### config.mk
export PLATFORM = sky130hd
export DESIGN_NAME = debug_packer_flat
export DESIGN_NICKNAME = d
export VERILOG_FILES = /design/src/rtl/debug_packer_pkg.sv /design/src/rtl/debug_packer_if.sv /design/src/rtl/debug_out_stage.sv /design/src/rtl/debug_packer.sv /design/src/flat_wrapper.sv
export SDC_FILE = /design/constraint.sdc
export NUM_CORES = 1
export LEC_CHECK = 0
export BUFFER_PORTS_ARGS = -buffer_cell sky130_fd_sc_hd__clkbuf_2
export CORE_AREA = 2 2 91 93
export CTS_BUF_LIST = sky130_fd_sc_hd__clkbuf_4 sky130_fd_sc_hd__clkbuf_8 sky130_fd_sc_hd__clkbuf_16
export DETAILED_ROUTE_END_ITERATION = 8
export DIE_AREA = 0 0 93 95
export PLACE_DENSITY = 0.69
export SYNTH_ARGS = -nofsm -noshare
export SYNTH_HDL_FRONTEND = slang
export SYNTH_SLANG_ARGS = --single-unit
### constraint.sdc
create_clock -name clk -period 4.9 [get_ports clk]
set_input_delay 0.245 -clock clk [delete_from_list [all_inputs] [get_ports clk]]
set_output_delay 0.245 -clock clk [all_outputs]
set_load 0.01 [all_outputs]
### src/rtl/debug_packer_pkg.sv
// Shared definitions for the debug packer family: packing-order codes and a
// constant-evaluable ceil(log2) used to size chunk counters.
package debug_packer_pkg;

  typedef enum logic {
    ORDER_MSB_FIRST = 1'b0,
    ORDER_LSB_FIRST = 1'b1
  } order_e;

  function automatic int unsigned clog2(input int unsigned v);
    int unsigned r;
    r = 0;
    while ((64'd1 << r) < 64'(v)) r++;
    return r;
  endfunction

endpackage

### src/rtl/debug_packer_if.sv
// Chunk-in / word-out handshake bundle for debug_packer.
interface debug_packer_if
  import debug_packer_pkg::*;
#(
  parameter int IN_W = 4,
  parameter int N    = 8
);
  localparam int OUT_W = IN_W * N;
  localparam int CW    = clog2(N + 1);

  logic             in_valid;
  logic             in_ready;
  logic [IN_W-1:0]  in_data;
  logic             flush;
  logic             out_valid;
  logic             out_ready;
  logic [OUT_W-1:0] out_data;
  logic [CW-1:0]    out_count;
  logic [15:0]      words_out;

  modport master (
    output in_valid, in_data, flush, out_ready,
    input  in_ready, out_valid, out_data, out_count, words_out
  );

  modport slave (
    input  in_valid, in_data, flush, out_ready,
    output in_ready, out_valid, out_data, out_count, words_out
  );

endinterface

### src/rtl/debug_out_stage.sv
// Generic one-entry valid/ready holding register; load is only legal when
// out_free is high.
module debug_out_stage #(
  parameter int W = 8
) (
  input  logic         clk,
  input  logic         n_rst,
  input  logic         load,
  input  logic [W-1:0] load_data,
  input  logic         out_ready,
  output logic         out_valid,
  output logic [W-1:0] out_data,
  output logic         out_free
);

  assign out_free = !out_valid || out_ready;

  always_ff @(posedge clk) begin
    if (!n_rst) begin
      out_valid <= 1'b0;
      out_data  <= '0;
    end else if (load) begin
      out_valid <= 1'b1;
      out_data  <= load_data;
    end else if (out_ready) begin
      out_valid <= 1'b0;
    end
  end

endmodule

### src/rtl/debug_packer.sv
// Packs N IN_W-bit chunks into one word with selectable order, explicit
// flush of partial words and a back-pressured one-word output stage.
module debug_packer
  import debug_packer_pkg::*;
#(
  parameter int IN_W      = 4,
  parameter int N         = 8,
  parameter bit LSB_FIRST = 1'b0
) (
  input logic           clk,
  input logic           n_rst,
  debug_packer_if.slave bus
);

  localparam int OUT_W = IN_W * N;
  localparam int CW    = clog2(N + 1);
  localparam logic [CW-1:0] FULL = CW'(N);

  logic [OUT_W-1:0] acc_q, acc_d, acc_m;
  logic [CW-1:0]    cnt_q, cnt_d, cnt_m;
  logic             pend_q, pend_d;
  logic             out_free, full, accept, wrap, flush_act, transfer;
  logic [15:0]      words_cnt;
  logic [CW+OUT_W-1:0] stage_q;

  function automatic logic [OUT_W-1:0] put(input logic [OUT_W-1:0] w,
                                           input logic [CW-1:0]    idx,
                                           input logic [IN_W-1:0]  d);
    int unsigned slot;
    slot = (LSB_FIRST == ORDER_LSB_FIRST) ? 32'(idx) : 32'(N - 1) - 32'(idx);
    for (int unsigned j = 0; j < N; j++) begin
      if (j == slot) w[j*IN_W +: IN_W] = d;
    end
    return w;
  endfunction

  assign full         = (cnt_q == FULL);
  assign bus.in_ready = !full || out_free;
  assign accept       = bus.in_valid && bus.in_ready;
  assign wrap         = accept && full;
  assign flush_act    = bus.flush || pend_q;

  // acc_m/cnt_m fold in a same-cycle chunk; when the accumulator is already
  // full that chunk instead seeds the fresh word after transfer.
  always_comb begin
    acc_m = acc_q;
    cnt_m = cnt_q;
    if (accept && !full) begin
      acc_m = put(acc_q, cnt_q, bus.in_data);
      cnt_m = cnt_q + 1'b1;
    end

    transfer = out_free && ((cnt_m == FULL) || (flush_act && (cnt_m != '0)));

    acc_d  = acc_m;
    cnt_d  = cnt_m;
    pend_d = pend_q || (bus.flush && (cnt_m != '0));
    if (transfer) begin
      acc_d  = '0;
      cnt_d  = '0;
      pend_d = 1'b0;
      if (wrap) begin
        acc_d = put('0, '0, bus.in_data);
        cnt_d = CW'(1);
      end
    end
  end

  always_ff @(posedge clk) begin
    if (!n_rst) begin
      acc_q  <= '0;
      cnt_q  <= '0;
      pend_q <= 1'b0;
    end else begin
      acc_q  <= acc_d;
      cnt_q  <= cnt_d;
      pend_q <= pend_d;
    end
  end

  always_ff @(posedge clk) begin
    if (!n_rst) begin
      words_cnt <= '0;
    end else if (bus.out_valid && bus.out_ready) begin
      words_cnt <= words_cnt + 16'd1;
    end
  end

  debug_out_stage #(
    .W(CW + OUT_W)
  ) u_out_stage (
    .clk      (clk),
    .n_rst    (n_rst),
    .load     (transfer),
    .load_data({cnt_m, acc_m}),
    .out_ready(bus.out_ready),
    .out_valid(bus.out_valid),
    .out_data (stage_q),
    .out_free (out_free)
  );

  assign {bus.out_count, bus.out_data} = stage_q;
  assign bus.words_out = words_cnt;

endmodule

### src/flat_wrapper.sv
// flat-port wrapper written by rule: the top's interface ports become plain ports
module debug_packer_flat import debug_packer_pkg::*;
#(
  parameter int IN_W      = 4,
  parameter int N         = 8,
  parameter bit LSB_FIRST = 1'b0
)
  (clk, n_rst, bus_in_valid, bus_in_data, bus_flush, bus_out_ready, bus_in_ready, bus_out_valid, bus_out_data, bus_out_count, bus_words_out);
  debug_packer_if #(.IN_W(IN_W), .N(N)) bus_i ();
  input logic clk;
  input logic n_rst;
  input wire logic [$bits(bus_i.in_valid)-1:0] bus_in_valid;
  input wire logic [$bits(bus_i.in_data)-1:0] bus_in_data;
  input wire logic [$bits(bus_i.flush)-1:0] bus_flush;
  input wire logic [$bits(bus_i.out_ready)-1:0] bus_out_ready;
  output wire logic [$bits(bus_i.in_ready)-1:0] bus_in_ready;
  output wire logic [$bits(bus_i.out_valid)-1:0] bus_out_valid;
  output wire logic [$bits(bus_i.out_data)-1:0] bus_out_data;
  output wire logic [$bits(bus_i.out_count)-1:0] bus_out_count;
  output wire logic [$bits(bus_i.words_out)-1:0] bus_words_out;
  assign bus_i.in_valid = bus_in_valid;
  assign bus_i.in_data = bus_in_data;
  assign bus_i.flush = bus_flush;
  assign bus_i.out_ready = bus_out_ready;
  assign bus_in_ready = bus_i.in_ready;
  assign bus_out_valid = bus_i.out_valid;
  assign bus_out_data = bus_i.out_data;
  assign bus_out_count = bus_i.out_count;
  assign bus_words_out = bus_i.words_out;
  debug_packer #(.IN_W(IN_W), .N(N), .LSB_FIRST(LSB_FIRST)) u_core (.clk(clk), .n_rst(n_rst), .bus(bus_i));
endmodule
==> metrics.yaml <==
status: "complete, no violations"
viasPerCell: 5.224
hpwl_um: 5017
grt_pass1_vias: 2850
grt_max_degree: 64
path_class: "register to register"
synthCells: 380
hold_slack_ns: 0.1537
wl_per_cell_um: 13.66
cts_tree: "done"
die_w_um: 93
clockBufferDepth: 2
yosysUniqueCellTypes: 46
async_flop_share_pct: 0
hold_class: "input pin to register"
slew_headroom_pct: 21.69
gp_congestion: 0.9566
post_dp_cell_area_um2: 4018
drive_gt1_share_pct: 19.72
fin_area_um2: 4218
crit_slowest_cell: "o211a_2"
critPathCaptureType: "register"
num-nets-final: 445
leakagePower_nw: 2.163
gr-total-overflow: 0
grt_usage_pct: 17.97
core_um2: 7928
grt_use_met3_pct: 4.868
grt_use_met2_pct: 30.50
grt_setup_unrepaired: "no"
p_total_mw: 1.481
drt_iter0_markers: 120
busiest_layer: "met2"
gr-usage-met1_pct: 22.18
ys_seq_area_share_pct: 48.75
antenna_found_initial: 0
ctsResizeCount: 0
synth_area_um2: 3696
path_cells: "inv_2, ha_1, nand3b_1, a211oi_2, o2111ai_1, o211a_2, buf_4, o211a_1"
area_growth_pct: 14.12
clock-root-buffer: "clkbuf_8"
syn_nets: 394
tightestPinTransition_ns: 1.175
period_share_pct: 65.17
dieHeight_um: 95
max_freq_mhz: 313.2
p_per_area_nw_per_um2: 351.1
wl_um: 7392
hold_viol: 0
die_area_um2: 8835
vias: 2826
row_count: 33
worst-path-buf-inv: 2
setup.worst_path.start_class: "register"
skew_ns: 0.01762
syn_avg_cell_area_um2: 9.726
setup_viol: 0
io_buffers: 62
place_ws_ns: 1.763
synth_warnings: 0
cts.sinks: 90
ys_ff_latch: 90
cts_buffers: 9
final_cells: 541
critPathMaxFanout: 63
max-vdd-ir-drop_mv: 0.1749
htree_levels: 3
clk_pin_slew_ns: 0.10
grt_pass1_wl_um: 12700
max_cap_violations: 0
antenna_cells: 0
period_needed_ns: 3.193
first_pass_iters: 4
ios: 63
ant_nets: 0
drv_slew: 0
dp.cells: 525
initial_utilization_pct: 46.62
postCtsSetupBuffers: 0
cp.required_ns: 5.20
route.detailed.drc: 0
fin_ws_ns: 1.707
arrival_ns: 3.50
synth_edf_count: 0
fin_setup_tns_ns: 0
slowest_delay_ns: 1.03
clk_latency_ns: 0.36
postSynth.topFlopCell: "dfxtp_1"
final_core_util_pct: 53.20
cts_hold_buf: 0
cp_top_family: "compound AO/OA/AOI/OAI gates"
-- kinds of logic after synthesis --
logic type,after synthesis,synth area share (%)
and+or+nand+nor,146,18.62
xor gates and xnor gates,14,3.317
muxes,28,7.583
DFF,90,48.75
adders and majority gates,5,1.693
buffers and inverters,28,4.062
AOI/OAI and AO/OA,69,15.98
-- sequential cells by signal (all words and copies together) (netlist names) --
register                      flops
u_core.u_out_stage.out_data      36
u_core.acc_q                     32
u_core.bus.words_out             16
u_core.cnt_q                      4
u_core.pend_q                     1
u_core.u_out_stage.out_valid      1
-- where the power goes --
group / switching (mW) / total, mW / internal [mW]
clock: 0.299 / 0.502 / 0.204
sequential: 0.0222 / 0.791 / 0.769
combinational: 0.113 / 0.188 / 0.0743
total: 0.434 / 1.48 / 1.05
-- layer usage --
metal  wire length (um)  vias up
li1                   -     1426
met1               3520     1332
met2               3492       58
met3                296       10
met4                 82        0
met5                  0        -
-- worst register-to-register path, delay by kind of cell (launching register included) --
kind	cells	cell delay, ns
buffers and inverters	2	0.47
AOI/OAI and AO/OA	4	1.67
adders and majority gates	1	0.28
DFF	1	0.52
and+or+nand+nor	1	0.20
-- Yosys cell counts, types with 2 or more instances --
cell / n / area (um2)
a21boi_0: 4 / 30.03
o21ai_0: 7 / 35.03
dfxtp_1: 90 / 1802
or3_1: 3 / 18.77
and2_1: 13 / 81.33
nor3_1: 5 / 25.02
xor2_1: 4 / 35.03
nand4_1: 3 / 18.77
buf_2: 6 / 30.03
nor2b_1: 2 / 12.51
buf_1: 4 / 15.01
xnor2_1: 10 / 87.58
and4_1: 3 / 26.28
nor2_1: 36 / 135.1
ha_1: 5 / 62.56
buf_6: 3 / 33.78
nand2_1: 53 / 198.9
o211a_2: 2 / 20.02
and3_1: 3 / 18.77
o211a_1: 34 / 340.3
inv_1: 3 / 11.26
o2bb2ai_1: 4 / 35.03
nand3_1: 19 / 95.09
a21oi_1: 5 / 25.02
o211ai_1: 2 / 15.01
mux2i_1: 28 / 280.3
buf_4: 4 / 30.03
clkbuf_1: 7 / 26.28
-- path summary, 6_finish.rpt --
kind	start	endpoint	slack, ns	cells past startpoint
worst max-delay path	u_core.cnt_q[0]	u_core.u_out_stage.out_data[17]	1.71	8
worst min-delay path	bus_flush	u_core.pend_q	0.15	3
worst max register to register	u_core.cnt_q[0]	u_core.u_out_stage.out_data[17]	1.71	8
worst min register to register	u_core.u_out_stage.out_data[34]	u_core.u_out_stage.out_data[34]	0.48	2
-- layout by cell type (no fill, tap or decap), types with 9 or more instances in the layout --
cell,count
clkbuf_8,9
nand3_1,19
o211a_1,34
mux2i_1,28
and2_1,13
nand2_1,53
nor2_1,36
clkbuf_2,62
xnor2_1,10
dfxtp_1,90
-- layout make-up --
cell class	count	area, um2
timing repair buffer	64	325.3
clock buffer	9	123.9
sequential	90	1802
inverter	4	15.01
clock inverter	7	76.32
multi-input combinational	262	1744
fill	760	3710
tap	105	131.4
(Power assumes the default switching activity.)
